### config.mk
export PLATFORM = sky130hd
export DESIGN_NAME = stack_seq
export DESIGN_NICKNAME = d
export VERILOG_FILES = /design/src/rtl/stack_seq.sv
export SDC_FILE = /design/constraint.sdc
export NUM_CORES = 2
export LEC_CHECK = 0
export CORE_AREA = 2 2 506 508
export DETAILED_ROUTE_END_ITERATION = 6
export DIE_AREA = 0 0 508 510
export SLEW_MARGIN = 30
export SYNTH_ARGS = -nofsm -noshare
export SYNTH_HDL_FRONTEND = slang
export SYNTH_SLANG_ARGS = --single-unit
### constraint.sdc
create_clock -name clk -period 7.4 [get_ports clk]
set_input_delay 1.11 -clock clk [delete_from_list [all_inputs] [get_ports clk]]
set_output_delay 1.11 -clock clk [all_outputs]
set_load 0.02 [all_outputs]
### src/rtl/stack_seq.sv
// ----------------------------------------------------------------------------
// stack_seq
// Multi-cycle stack access sequencer for the EVM-style core. Owns the stack
// pointer and drives a single-port stack RAM, turning one opcode's stack
// effect (pop 0..2 operands, push 0..1 result) into a sequence of RAM reads
// and at most one RAM write. Underflow and overflow are detected when the
// operation is accepted; an erroneous op makes no RAM access and leaves sp
// untouched.
//
// Optional build macro: STACK_SEQ_PERF_EN adds the saturating performance
// counters op_count, err_count and stall_cycles.
//
// Ports
//   clk, rst              clock, synchronous active-high reset
//   op_valid/op_ready     operation handshake (ready only in IDLE)
//   op_pops, op_push      stack effect of the operation (pops 3 acts as 2)
//   opnd_valid            operands valid, held for every EXEC cycle
//   opnd0, opnd1          former top (sp-1) and second (sp-2) of stack
//   res_valid, res_data   ALU result, sampled only in EXEC when pushing
//   done, err, err_code   completion pulse, abort flag, sticky error code
//   sp                    current stack depth 0..DEPTH
//   mem_en, mem_we,
//   mem_addr, mem_wdata   RAM request
//   mem_rdata             RAM read data, one cycle after a read request
//   op_count, err_count,
//   stall_cycles          performance counters (STACK_SEQ_PERF_EN only)
// ----------------------------------------------------------------------------
module stack_seq #(
    parameter  int WIDTH  = 256,
    parameter  int DEPTH  = 32,
    localparam int ADDR_W = $clog2(DEPTH)
) (
    input  logic              clk,
    input  logic              rst,
    input  logic              op_valid,
    output logic              op_ready,
    input  logic [1:0]        op_pops,
    input  logic              op_push,
    output logic              opnd_valid,
    output logic [WIDTH-1:0]  opnd0,
    output logic [WIDTH-1:0]  opnd1,
    input  logic              res_valid,
    input  logic [WIDTH-1:0]  res_data,
    output logic              done,
    output logic              err,
    output logic [1:0]        err_code,
    output logic [ADDR_W:0]   sp,
    output logic              mem_en,
    output logic              mem_we,
    output logic [ADDR_W-1:0] mem_addr,
    output logic [WIDTH-1:0]  mem_wdata,
    input  logic [WIDTH-1:0]  mem_rdata
`ifdef STACK_SEQ_PERF_EN
    ,
    output logic [31:0]       op_count,
    output logic [15:0]       err_count,
    output logic [31:0]       stall_cycles
`endif
);

    typedef enum logic [2:0] {
        S_IDLE,
        S_RD0,
        S_RD1,
        S_CAP,
        S_EXEC,
        S_WR,
        S_DONE,
        S_ERR
    } state_t;

    localparam logic [1:0]      ERR_NONE  = 2'b00;
    localparam logic [1:0]      ERR_UNDER = 2'b01;
    localparam logic [1:0]      ERR_OVER  = 2'b10;
    localparam logic [ADDR_W:0] ONE_W     = (ADDR_W+1)'(1);
    localparam logic [ADDR_W:0] TWO_W     = (ADDR_W+1)'(2);
    localparam logic [ADDR_W:0] DEPTH_W   = (ADDR_W+1)'(DEPTH);

    state_t           state_q, state_d;
    logic [ADDR_W:0]  sp_q, sp_d;
    logic [1:0]       pops_q, pops_d;
    logic             push_q, push_d;
    logic [1:0]       errCode_q, errCode_d;
    logic [WIDTH-1:0] opnd0_q, opnd0_d;
    logic [WIDTH-1:0] opnd1_q, opnd1_d;
    logic [WIDTH-1:0] result_q, result_d;

    logic [1:0]       reqPops;
    logic [ADDR_W:0]  reqPopsW;
    logic [ADDR_W:0]  popsW;
    logic [ADDR_W:0]  pushW;
    logic             underflow;
    logic             overflow;

    // Normalise the requested pop count (3 behaves as 2) and evaluate the
    // error checks against the current depth. Overflow is only meaningful
    // once underflow is ruled out, since then sp-pops cannot wrap; all of
    // this is done one bit wider than the RAM address so DEPTH+1 fits.
    assign reqPops   = (op_pops == 2'd3) ? 2'd2 : op_pops;
    assign reqPopsW  = (ADDR_W+1)'(reqPops);
    assign popsW     = (ADDR_W+1)'(pops_q);
    assign pushW     = (ADDR_W+1)'(push_q);
    assign underflow = (reqPopsW > sp_q);
    assign overflow  = op_push && ((sp_q - reqPopsW + ONE_W) > DEPTH_W);

    // State and datapath registers. A reset at any point abandons the
    // current operation: the sequencer returns to IDLE with an empty stack
    // and, because the RAM strobes are decoded from the state, no write or
    // done pulse can leak out afterwards.
    always_ff @(posedge clk) begin
        if (rst) begin
            state_q   <= S_IDLE;
            sp_q      <= '0;
            pops_q    <= '0;
            push_q    <= 1'b0;
            errCode_q <= ERR_NONE;
            opnd0_q   <= '0;
            opnd1_q   <= '0;
            result_q  <= '0;
        end else begin
            state_q   <= state_d;
            sp_q      <= sp_d;
            pops_q    <= pops_d;
            push_q    <= push_d;
            errCode_q <= errCode_d;
            opnd0_q   <= opnd0_d;
            opnd1_q   <= opnd1_d;
            result_q  <= result_d;
        end
    end

    // Next-state and output decode. Reads are pipelined: the address issued
    // in RD0 (sp-1) returns during RD1 or CAP, and the address issued in RD1
    // (sp-2) returns during CAP. The result lands at sp-pops, which for a
    // pop-and-push at full depth overwrites the old top in place.
    always_comb begin
        state_d    = state_q;
        sp_d       = sp_q;
        pops_d     = pops_q;
        push_d     = push_q;
        errCode_d  = errCode_q;
        opnd0_d    = opnd0_q;
        opnd1_d    = opnd1_q;
        result_d   = result_q;
        op_ready   = 1'b0;
        opnd_valid = 1'b0;
        done       = 1'b0;
        err        = 1'b0;
        mem_en     = 1'b0;
        mem_we     = 1'b0;
        mem_addr   = '0;
        mem_wdata  = '0;

        case (state_q)
            S_IDLE: begin
                op_ready = 1'b1;
                if (op_valid) begin
                    pops_d  = reqPops;
                    push_d  = op_push;
                    opnd0_d = '0;
                    opnd1_d = '0;
                    if (underflow) begin
                        errCode_d = ERR_UNDER;
                        state_d   = S_ERR;
                    end else if (overflow) begin
                        errCode_d = ERR_OVER;
                        state_d   = S_ERR;
                    end else begin
                        errCode_d = ERR_NONE;
                        state_d   = (reqPops == 2'd0) ? S_EXEC : S_RD0;
                    end
                end
            end
            S_RD0: begin
                mem_en   = 1'b1;
                mem_addr = ADDR_W'(sp_q - ONE_W);
                state_d  = (pops_q == 2'd2) ? S_RD1 : S_CAP;
            end
            S_RD1: begin
                mem_en   = 1'b1;
                mem_addr = ADDR_W'(sp_q - TWO_W);
                opnd0_d  = mem_rdata;
                state_d  = S_CAP;
            end
            S_CAP: begin
                if (pops_q == 2'd2) begin
                    opnd1_d = mem_rdata;
                end else begin
                    opnd0_d = mem_rdata;
                end
                state_d = S_EXEC;
            end
            S_EXEC: begin
                opnd_valid = 1'b1;
                if (!push_q) begin
                    state_d = S_DONE;
                end else if (res_valid) begin
                    result_d = res_data;
                    state_d  = S_WR;
                end
            end
            S_WR: begin
                mem_en    = 1'b1;
                mem_we    = 1'b1;
                mem_addr  = ADDR_W'(sp_q - popsW);
                mem_wdata = result_q;
                state_d   = S_DONE;
            end
            S_DONE: begin
                done    = 1'b1;
                sp_d    = sp_q - popsW + pushW;
                state_d = S_IDLE;
            end
            S_ERR: begin
                done    = 1'b1;
                err     = 1'b1;
                state_d = S_IDLE;
            end
            default: begin
                state_d = S_IDLE;
            end
        endcase
    end

    assign sp       = sp_q;
    assign err_code = errCode_q;
    assign opnd0    = opnd0_q;
    assign opnd1    = opnd1_q;

`ifdef STACK_SEQ_PERF_EN
    logic [31:0] opCount_q;
    logic [15:0] errCount_q;
    logic [31:0] stallCycles_q;

    // Saturating event counters. Stall cycles are EXEC cycles in which a
    // push operation is still waiting for the ALU result.
    always_ff @(posedge clk) begin
        if (rst) begin
            opCount_q     <= '0;
            errCount_q    <= '0;
            stallCycles_q <= '0;
        end else begin
            if (done && (opCount_q != '1)) begin
                opCount_q <= opCount_q + 32'd1;
            end
            if (err && (errCount_q != '1)) begin
                errCount_q <= errCount_q + 16'd1;
            end
            if ((state_q == S_EXEC) && push_q && !res_valid && (stallCycles_q != '1)) begin
                stallCycles_q <= stallCycles_q + 32'd1;
            end
        end
    end

    assign op_count     = opCount_q;
    assign err_count    = errCount_q;
    assign stall_cycles = stallCycles_q;
`endif

endmodule

==> results.py <==
metrics = {
    "logic_synthesis": {
        "ys.flop_type": "dfxtp_1",
        "synth_edf_count": 0,
        "synth-warning-count": 0,
        "netlist_area_um2": 30500,
        "synth_top_cell_by_area": "dfxtp_1",
        "synth_cell_types": 53,
        "synth_area_leaders": "dfxtp_1 (51%), a21oi_1 (13%), nand2_1 (13%)",
        "syn_area_per_cell_um2": 7.81,
        "synth_top_area_frac": 0.514,
        "ys_ff_latch": 782,
        "async_flop_share": 0,
        "synth_cells": 3902,
        "ys_seq_area_frac": 0.514,
        "syn_nets": 4441,
    },
    "floorplan": {
        "die_w_um": 508,
        "die_area_um2": 259000,
        "rows": 185,
        "core_um2": 253000,
        "start_util": 0.120,
        "io_pins": 1306,
        "fp.dieH_um": 510,
    },
    "setup_path": {
        "cp_max_fo": 85,
        "startpoint_type": "flip-flop",
        "arrival_ps": 3870,
        "endpoint_kind": "primary output",
        "path_class": "flip-flop to primary output",
        "critPathRequiredTime_ps": 6290,
    },
    "clock_tree": {
        "tritoncts": "built",
        "numCtsBuffers": 94,
        "cts_buffer_depth": 3,
        "post_cts_resized": 0,
        "cts_sinks": 782,
        "clkLatencyLatePin_ps": 740,
        "htreeDepth": 3,
        "clkSlewWorstSetupHoldPaths_ps": 60,
        "cts_root_buffer": "clkbuf_16",
        "hold_buffers": 0,
        "cts_setup_buffers": 0,
    },
    "place": {
        "dpl_cell_area_um2": 46600,
        "port_buffers": 1305,
        "dp_hpwl_um": 161000,
        "place_congestion": 0.914,
    },
    "sta": {
        "worstMarginPinSlew_ps": 1050,
        "rsz0062_at_grt": "false",
        "relSlewSlack": 0.302,
        "fmaxAchievable_ghz": 0.201,
        "min_period_over_period": 0.674,
        "setup_viol": 0,
        "finalMaxSlewViolations": 0,
        "setup_tns_ps": 0,
        "period_minus_slack_ps": 4980,
        "hold_viol": 0,
        "clock_skew_ps": 27.5,
    },
    "finish": {
        "fin_nets": 5503,
        "area_growth_pct": 64.2,
        "stdcell_area_um2": 50000,
        "layout-drive-gt1-share": 0.0441,
    },
    "detailed_routing": {
        "drc_errors": 0,
        "wl_met1_um": 81600,
        "wl_met2_um": 93900,
        "antenna_left": 0,
        "drt_pass1_iterations": 6,
        "routed.top_layer": "met5",
        "vias": 33000,
        "drt_iter0_markers": 2196,
        "wirelength_um": 205000,
        "via_per_inst": 3.91,
        "wl_per_cell_um": 24.3,
        "route.met3.wl_um": 20000,
    },
    "grt": {
        "grt_max_degree": 190,
        "grt_overflow": 0,
        "gr-usage-all-layers": 0.150,
        "antenna_found_initial": 89,
        "grt_pass1_vias": 31500,
        "grt_pass1_wl_um": 271000,
    },
    "power": {
        "static-leakage-power_uw": 0.0165,
        "ir_drop_uv": 236,
        "power_density_nw_per_um2": 281,
    },
    "status": {
        "outcome": "finished, final reports clean",
    },
    "run": {
        "maxCapViolations": 0,
    },
    "worst_hold_path": {
        "hold_path_class": "flip-flop to flip-flop",
    },
}
## stage by stage
stage	util	total power [uW]	std cells	hold WS [ps]	worst slack (ps)
final	0.197	14100	8435	446	2420
after CTS	0.197	14300	8402	450	2120
after global routing	0.197	14700	8420	464	2180
after global placement	0.184	9080	8228	437	3150
after floorplan	-	7170	3902	432	4310
after detailed placement	0.184	9200	8233	443	2970
## sequential cells by signal (all words and copies together) (netlist names)
signal and count:
err_code 2, result_q 256, sp 6, opnd0 256, opnd1 256, pops_q 2, state_q 3, push_q 1
## cells in the final DEF, fill, tap and decap left out, drive strengths merged, types with 3 or more instances in the layout
cell type,n
clkinv,21
o21ai,8
xor2,4
nand3,518
dfxtp,782
inv,26
buf,45
mux2i,3
a21oi,788
nor2b,6
clkbuf,126
and3,258
diode,32
nor2,20
o22ai,6
clkdlybuf4s50,1304
or3,3
fa,3
nand2,1037
ha,17
clkinvlp,6
bufinv,9
xnor2,6
o21bai,3
nand2b,3
nor3,4
## cells in the mapped netlist, types with 4 or more instances
master / count
a21oi_1: 787
and3_1: 257
buf_1: 10
buf_2: 101
buf_4: 37
clkbuf_1: 231
dfxtp_1: 782
ha_1: 17
inv_1: 17
nand2_1: 1037
nand3_1: 518
nor2_1: 18
nor2b_1: 6
o21ai_0: 8
o22ai_1: 6
xnor2_1: 6
xor2_1: 4
## per-layer routing
| metal | vias to the layer above | GRT usage |
|---|---|---|
| li1 | 15300 | - |
| met1 | 15800 | 0.175 |
| met2 | 1575 | 0.242 |
| met3 | 315 | 0.0557 |
| met4 | 6 | 0.0690 |
| met5 | - | 0 |
## area by class of cell
class / instances / area (um2)
clock buffer: 126 / 2700
multi-input combinational: 2718 / 13100
timing repair buffer: 1349 / 13700
clock inverter: 43 / 558
antenna: 32 / 80.1
tap: 3366 / 4210
inverter: 19 / 71.3
sequential: 782 / 15700
fill: 28200 / 203000
## critical path, cell delays in order, from the launching register on
cell and delay [ps]:
dfxtp_1 720, nor2b_4 270, buf_4 300, buf_16 300, buf_4 580, and3_1 260
clkdlybuf4s50_1 640
## path summary, 6_finish.rpt
check,from,slack [ps],cells past startpoint,end
worst min register to register,opnd0[243],450,2,opnd0[243]
worst min-delay path,opnd0[243],450,2,opnd0[243]
worst max-delay path,state_q[0],2420,6,mem_wdata[155]
worst max register to register,state_q[0],4180,6,opnd0[209]
## where the power goes
part	total [uW]	internal, uW	switching [uW]
Sequential	4720	4500	215
Clock	4970	2890	2080
Combinational	4390	1290	3100
## logic make-up after synthesis
logic type | synth area share
simple gates | 0.275
compound gates | 0.139
flops | 0.514
buf+inv | 0.0590
fa+ha+maj | 0.00896
xor+xnor | 0.00288
mux | 0.00197
Power figures use the tool's default switching activity.
